[src/rtl/tdm_demux.sv]
// rtl/tdm_demux.sv - 4-slot TDM receive deserialiser with frame-sync lock tracking
module tdm_demux #(
  parameter int WIDTH            = 2,
  parameter bit SYNC_EVERY_FRAME = 1'b1
) (
  input  logic             clk,
  input  logic             rst,
  input  logic [WIDTH-1:0] in,
  input  logic             frame_sync,
  output logic [WIDTH-1:0] out0,
  output logic [WIDTH-1:0] out1,
  output logic [WIDTH-1:0] out2,
  output logic [WIDTH-1:0] out3,
  output logic             frame_valid,
  output logic             locked,
  output logic [1:0]       slot,
  output logic             sync_err
);

  typedef enum logic {HUNT = 1'b0, LOCKED = 1'b1} state_t;

  state_t           state_q, state_d;
  logic [1:0]       slot_q, slot_d;
  logic             locked_q, locked_d;
  logic             frame_valid_q, frame_valid_d;
  logic             sync_err_q, sync_err_d;
  logic [WIDTH-1:0] sh0_q, sh0_d;
  logic [WIDTH-1:0] sh1_q, sh1_d;
  logic [WIDTH-1:0] sh2_q, sh2_d;
  logic [WIDTH-1:0] out0_q, out0_d;
  logic [WIDTH-1:0] out1_q, out1_d;
  logic [WIDTH-1:0] out2_q, out2_d;
  logic [WIDTH-1:0] out3_q, out3_d;

  always_comb begin
    state_d       = state_q;
    slot_d        = slot_q;
    locked_d      = locked_q;
    frame_valid_d = 1'b0;
    sync_err_d    = 1'b0;
    sh0_d         = sh0_q;
    sh1_d         = sh1_q;
    sh2_d         = sh2_q;
    out0_d        = out0_q;
    out1_d        = out1_q;
    out2_d        = out2_q;
    out3_d        = out3_q;

    if (state_q == HUNT) begin
      if (frame_sync) begin
        sh0_d    = in;
        slot_d   = 2'd1;
        state_d  = LOCKED;
        locked_d = 1'b1;
      end
    end else if (frame_sync && slot_q != 2'd0) begin
      // Marker arrived early: drop the partial frame and restart at slot 0.
      sync_err_d = 1'b1;
      sh0_d      = in;
      slot_d     = 2'd1;
    end else begin
      case (slot_q)
        2'd0: begin
          if (frame_sync || !SYNC_EVERY_FRAME) begin
            sh0_d  = in;
            slot_d = 2'd1;
          end else begin
            sync_err_d = 1'b1;
            state_d    = HUNT;
            locked_d   = 1'b0;
            slot_d     = 2'd0;
          end
        end
        2'd1: begin
          sh1_d  = in;
          slot_d = 2'd2;
        end
        2'd2: begin
          sh2_d  = in;
          slot_d = 2'd3;
        end
        default: begin
          out0_d        = sh0_q;
          out1_d        = sh1_q;
          out2_d        = sh2_q;
          out3_d        = in;
          frame_valid_d = 1'b1;
          slot_d        = 2'd0;
        end
      endcase
    end
  end

  always_ff @(posedge clk or negedge rst) begin
    if (!rst) begin
      state_q       <= HUNT;
      slot_q        <= 2'd0;
      locked_q      <= 1'b0;
      frame_valid_q <= 1'b0;
      sync_err_q    <= 1'b0;
      sh0_q         <= '0;
      sh1_q         <= '0;
      sh2_q         <= '0;
      out0_q        <= '0;
      out1_q        <= '0;
      out2_q        <= '0;
      out3_q        <= '0;
    end else begin
      state_q       <= state_d;
      slot_q        <= slot_d;
      locked_q      <= locked_d;
      frame_valid_q <= frame_valid_d;
      sync_err_q    <= sync_err_d;
      sh0_q         <= sh0_d;
      sh1_q         <= sh1_d;
      sh2_q         <= sh2_d;
      out0_q        <= out0_d;
      out1_q        <= out1_d;
      out2_q        <= out2_d;
      out3_q        <= out3_d;
    end
  end

  assign out0        = out0_q;
  assign out1        = out1_q;
  assign out2        = out2_q;
  assign out3        = out3_q;
  assign frame_valid = frame_valid_q;
  assign locked      = locked_q;
  assign slot        = slot_q;
  assign sync_err    = sync_err_q;

endmodule

[config.mk]
export PLATFORM = sky130hd
export DESIGN_NAME = tdm_demux
export DESIGN_NICKNAME = d
export VERILOG_FILES = /design/src/rtl/tdm_demux.sv
export SDC_FILE = /design/constraint.sdc
export NUM_CORES = 1
export LEC_CHECK = 0
export ABC_AREA = 1
export CAP_MARGIN = 20
export CORE_ASPECT_RATIO = 1.75
export CORE_UTILIZATION = 40
export DETAILED_ROUTE_END_ITERATION = 6
export DONT_BUFFER_PORTS = 1
export GPL_TIMING_DRIVEN = 0
export PLACE_DENSITY = 0.51
export SYNTH_ARGS = -nofsm -noshare
export SYNTH_HDL_FRONTEND = slang
export SYNTH_SLANG_ARGS = --single-unit
export TNS_END_PERCENT = 5
[constraint.sdc]
create_clock -name clk -period 1.9 [get_ports clk]
set_clock_uncertainty 0.15 [all_clocks]
set_input_delay 0.38 -clock clk [delete_from_list [all_inputs] [get_ports clk]]
set_output_delay 0.38 -clock clk [all_outputs]
set_load 0.01 [all_outputs]
After elaboration in Yosys (flattened, before gate mapping)
Index checks and enable logic that the tools add are counted.
{"block": "classes", "mux": 25, "n_reduce_logical": 9, "bitwise_logic": 2, "n_eq_ne": 6}
{"op": "$mux W1", "n": 17}
{"op": "$mux W2", "n": 7}
{"op": "$reduce_and A3 Y1", "n": 3}
{"op": "$pmux W2 S3", "n": 1}
{"op": "$ne A2 B2 Y1 const B", "n": 2}
{"op": "$reduce_and A4 Y1", "n": 1}
{"op": "$reduce_bool A2 Y1", "n": 2}
{"op": "$ne A3 B1 Y1 const B", "n": 1}
{"op": "$reduce_or A3 Y1", "n": 1}
{"op": "$eq A2 B1 Y1 const B", "n": 1}
{"op": "$eq A2 B2 Y1 const B", "n": 1}
{"op": "$logic_not A2 Y1", "n": 1}
{"op": "$ne A2 B1 Y1 const B", "n": 1}
{"op": "$not A1 Y1", "n": 2}
{"op": "$logic_and A1 B1 Y1", "n": 1}
{"block": "totals", "output_inout_bits": 13, "wordCells": 54, "regBits": 20, "in_bits": 5}

Logic depth before layout (Yosys ltp)
{"block": "logic_depth", "ltp_word": 5, "mapped_depth": 9, "ltp_nobuf": 9}

Worst setup path before layout
Ideal clock, no wire load.
{"block": "synth_path", "path_type": "reg-to-reg", "startpoint": "reg slot_q[0], in the netlist slot[0]", "endpoint": "reg out0_q[0], in the netlist out0[0]", "setup_ns": 0.065, "path_buffers": 0, "required_time_ns": 1.685, "arrival_time_ns": 1.489, "path_stages_with_launch": 10, "setup_slack_ns": 0.196, "cell_sequence": "dfrtp_1 inv_1 ha_1 inv_1 ha_1 inv_1 nand2_1 nor2_4 nand2_1 nand2_1"}
{"block": "synth_between", "elab_chain_cells": 4, "word_cells_on_any_way": 9, "classes_between": "eq/ne: 2; bitwise: 2; reduce/logical: 5"}
{"item": "start: declaration", "line": "23", "source": "logic [1:0] slot_q, slot_d;"}
{"item": "start signal: assignment", "line": "110", "source": "slot_q <= slot_d;"}
{"item": "$eq A2 B2 Y1 (tied with other cells)", "line": "62", "source": "case (slot_q)"}
{"item": "$reduce_or A3 Y1 (no line) / $logic_and A1 B1 Y1 (equally long branches)"}
{"item": "$not A1 Y1 (no line)"}
{"item": "$reduce_and A3 Y1 (no line) (*)"}
{"item": "end signal: assignment", "line": "117", "source": "out0_q <= out0_d;"}
{"item": "end: declaration", "line": "30", "source": "logic [WIDTH-1:0] out0_q, out0_d;"}
Every way passes the cells marked *; elsewhere a longest branch is shown, timed or not.
A chain may end at the register's enable or synchronous reset.

Final worst setup path
{"block": "layout_path", "startpoint": "reg slot_q[0], in the netlist slot[0]", "endpoint": "reg out1_q[0], in the netlist out1[0]"}
{"block": "layout_between", "elab_chain_cells": 4, "word_cells_on_any_way": 9, "classes_between": "eq/ne: 2; bitwise: 2; reduce/logical: 5"}
{"item": "$eq A2 B2 Y1 (tied with other cells)", "line": "62"}
{"item": "$reduce_or A3 Y1 (no line) / $logic_and A1 B1 Y1 (equally long branches)"}
{"item": "$not A1 Y1 (no line)"}
{"item": "$reduce_and A3 Y1 (no line) (*)"}
{"item": "end signal: assignment", "line": "118", "source": "out1_q <= out1_d;"}
{"item": "end: declaration", "line": "31", "source": "logic [WIDTH-1:0] out1_q, out1_d;"}
Marks and branches as above.

==> reports/results.md <==
| Result | This run | Unit |
| --- | --- | --- |
| Status | complete, no violations | - |
| PwrDens | 1550 | nW/um^2 |
| Skew-Pair Late Insertion Delay | 0.30 | ns |
| Effective utilization at floorplan | 42.9 | % |
| Worst hold slack | 0.0346 | ns |
| Share of post-route cells with drive strength above 1 | 12.6 | % |
| Reported max-cap violation count | 0 | - |
| Die area | 2470 | sq um |
| Post-CTS repair timing setup buffer count | 0 | - |
| Critical path data arrival time | 1.86 | ns |
| Critical-path cell list | inv_1, ha_4, inv_1, ha_1, inv_2, nand2_4, nor2_4, nand2_1, nand2_1 | - |
| Number of vias in the routed layout | 667 | - |
| Levels on crit path | 9 | - |
| Sequential cell area fraction in the yosys report | 55.1 | % |
| DRT iter0 DRCs | 6 | - |
| Start point of the critical path | slot[0]$_DFFE_PN0P_ | - |
| # rows | 22 | - |
| Cell depth of the worst flop-to-flop path | 9 | - |
| Worst slew margin | 39.0 | % |
| Unrepaired setup endpoints after global routing | no | - |
| Average cell area after synthesis | 8.65 | sq um |
| Placeable core region | 2120 | sq um |
| Final Hold Fails | 0 | - |
| Total global-route track usage | 16.8 | % |
| Clock transition at the registers of the reported paths | 0.11 | ns |
| Crit path largest cell delay | 0.47 | ns |
| HPWL reported at the end of detailed placement | 1260 | microns |
| Cells after synthesis | 105 | - |
| WP buf/inv | 3 | - |
| Wire length per cell after detailed routing | 13.1 | microns |
| Setup-failing EPs final | 0 | - |
| Sort of element at the start of the critical path | register | - |
| Drc violations | 0 | - |
| Time the final worst path needs with I/O delays and setup | 1.76 | ns |
| Timing endpoint of the critical path | out1[0]$_DFFE_PN0P_ | - |
| Setup Crit Path Kind | register to register | - |
| Final Slew Violations | 0 | - |
| Ratio of final minimum period to clock period | 92.7 | % |
| Die H | 65.0 | microns |
| Most common cell after layout, fill and taps aside | sky130_fd_sc_hd__nand2_1 | - |
| Worst setup slack for register-to-register paths | 0.14 | ns |
| Maximum fanout along the worst path | 5 | - |
| Final weighted congestion in routability-driven placement | 0.722 | - |
| R2r startpoint | slot[0]$_DFFE_PN0P_ | - |
| Antenna diodes | 0 | - |
| Clock tree from TritonCTS | done | - |
| Worst setup slack before clock tree synthesis | -0.0903 | ns |
| Sink count of the clock tree | 20 | - |
| Global-route wire length before repair | 2930 | microns |
| Worst reg2reg path endpoint | out1[0]$_DFFE_PN0P_ | - |
| Standby leakage power | 0.000540 | uW |
| Post-detailed-route count of antenna-violating nets | 0 | - |
| Total number of nets in the final design | 124 | - |
| Number of warning messages in the yosys log | 0 | - |
| # fillers | 212 | - |
| Cell area after technology mapping | 908 | sq um |
| Count of cell types in the netlist | 9 | - |
| Worst Tran Pin Value | 0.912 | ns |
| Clock Tree Root | sky130_fd_sc_hd__clkbuf_4 | - |
| Number of H-tree levels | 1 | - |
| Via-per-instance ratio | 4.94 | - |
| Fmax | 0.568 | GHz |
| Pin count of the biggest net entering global routing | 21 | - |
| Initial antenna violation count | 0 | - |
| Setup WS post-layout | 0.139 | ns |
| Net Count, Synth | 117 | - |
| Yosys reg bits | 20 | - |
| Worst path top cell family by delay | flip-flops | - |
| Crit path capture type | register | - |
| First-pass detailed-route iteration total | 2 | - |
| Number of global-route vias before repair | 701 | - |
| Inserted Clock Buffers | 3 | - |
| Aggregate routed wire length | 1770 | microns |
| Commonest cells after routing, fill and taps aside | 48 x sky130_fd_sc_hd__nand2_1, 18 x sky130_fd_sc_hd__dfrtp_1, 8 x sky130_fd_sc_hd__inv_1, 8 x sky130_fd_sc_hd__nand3_1 | - |
| Overflow left after global routing | 0 | - |
| Slowest cell on the critical path | sky130_fd_sc_hd__dfrtp_2 | - |
| Max VDD drop | 0.819 | mV |
| Horizontal die dimension | 38.0 | microns |
| Path category of the worst min-delay check | primary input to register | - |
| Maximum root-to-sink buffer count | 2 | - |
| Number of input and output port buffers inserted | 0 | - |
| Area growth from synthesis to layout | 12.4 | % |
| Data required time at the worst endpoint | 2.00 | ns |
| IO Count | 18 | - |
-- cell type report --
type	instances	area [sq um]	share of cell area (%)
sequential	20	503	49.3
multi-input combinational	76	404	39.6
inverter	10	37.5	3.68
clock buffer	4	36.3	3.55
tap	24	30.0	2.94
timing repair buffer	1	10.0	0.980
-- per-stage QoR --
stage	power [uW]	std cells	cell area [sq um]	TNS, ns	util [%]
after detailed placement	1280	129	938	-0.754	44.3
after floorplan	1170	105	908	0	-
after CTS	1580	135	1010	0	47.6
final	1590	135	1020	0	48.2
after global routing	1730	135	1020	0	48.2
after global placement	1270	129	938	-0.429	44.3
-- synthesized netlist by cell type --
library cell / instances / area share (%)
sky130_fd_sc_hd__dfrtp_1: 20 / 55
sky130_fd_sc_hd__ha_1: 7 / 9.6
sky130_fd_sc_hd__inv_1: 9 / 3.7
sky130_fd_sc_hd__inv_2: 1 / 0.41
sky130_fd_sc_hd__nand2_1: 50 / 21
sky130_fd_sc_hd__nand3_1: 8 / 4.4
sky130_fd_sc_hd__nor2_1: 6 / 2.5
sky130_fd_sc_hd__nor2_4: 2 / 2.5
sky130_fd_sc_hd__o21ai_0: 2 / 1.1
-- repair_timing --
item,in CTS,in global routing
endpoints found under the hold margin,20,0
endpoints found under the setup margin,15,14
hold buffers,1,0
gates resized for setup,6,3
cloned,1,0
pin swaps,1,1
-- power breakdown --
group	total, uW	internal (uW)	switching [uW]
clock network	247	117	130
registers	805	620	186
logic	535	203	332
-- per-layer routing --
layer / vias up / global-route usage (%) / part of all wire (%)
met5: - / 0 / 0
met4: 0 / 6.70 / 1.6
met3: 4 / 3.77 / 4.9
met2: 16 / 29.2 / 53
met1: 310 / 18.7 / 40
li1: 337 / - / -
-- sequential cells by signal (all words and copies together), names as in the netlist, named ones only --
name	count
out2	2
sh2_q	2
state_q	1
locked	1
sh1_q	2
out0	2
slot	2
out1	2
out3	2
sync_err	1
frame_valid	1
-- worst min path at each step --
stage / cells after the start / slack (ns) / start / end
after floorplan: 0 / -0.07 / rst / async pin
after global placement: 0 / -0.07 / rst / out1[0]$_DFFE_PN0P_
after detailed placement: 0 / -0.07 / rst / sh1_q[0]$_DFFE_PN0P_
after CTS: 2 / 0.03 / in[1] / sh1_q[1]$_DFFE_PN0P_
after global routing: 2 / 0.04 / in[1] / sh1_q[1]$_DFFE_PN0P_
final: 2 / 0.03 / in[1] / sh1_q[1]$_DFFE_PN0P_
-- kinds of logic after synthesis --
group,after synthesis,share of synthesized area [%]
buf+inv,10,4.13
simple gates,66,30.0
compound gates,2,1.10
fa+ha+maj,7,9.64
flops,20,55.1
Power figures use the tool's default switching activity.
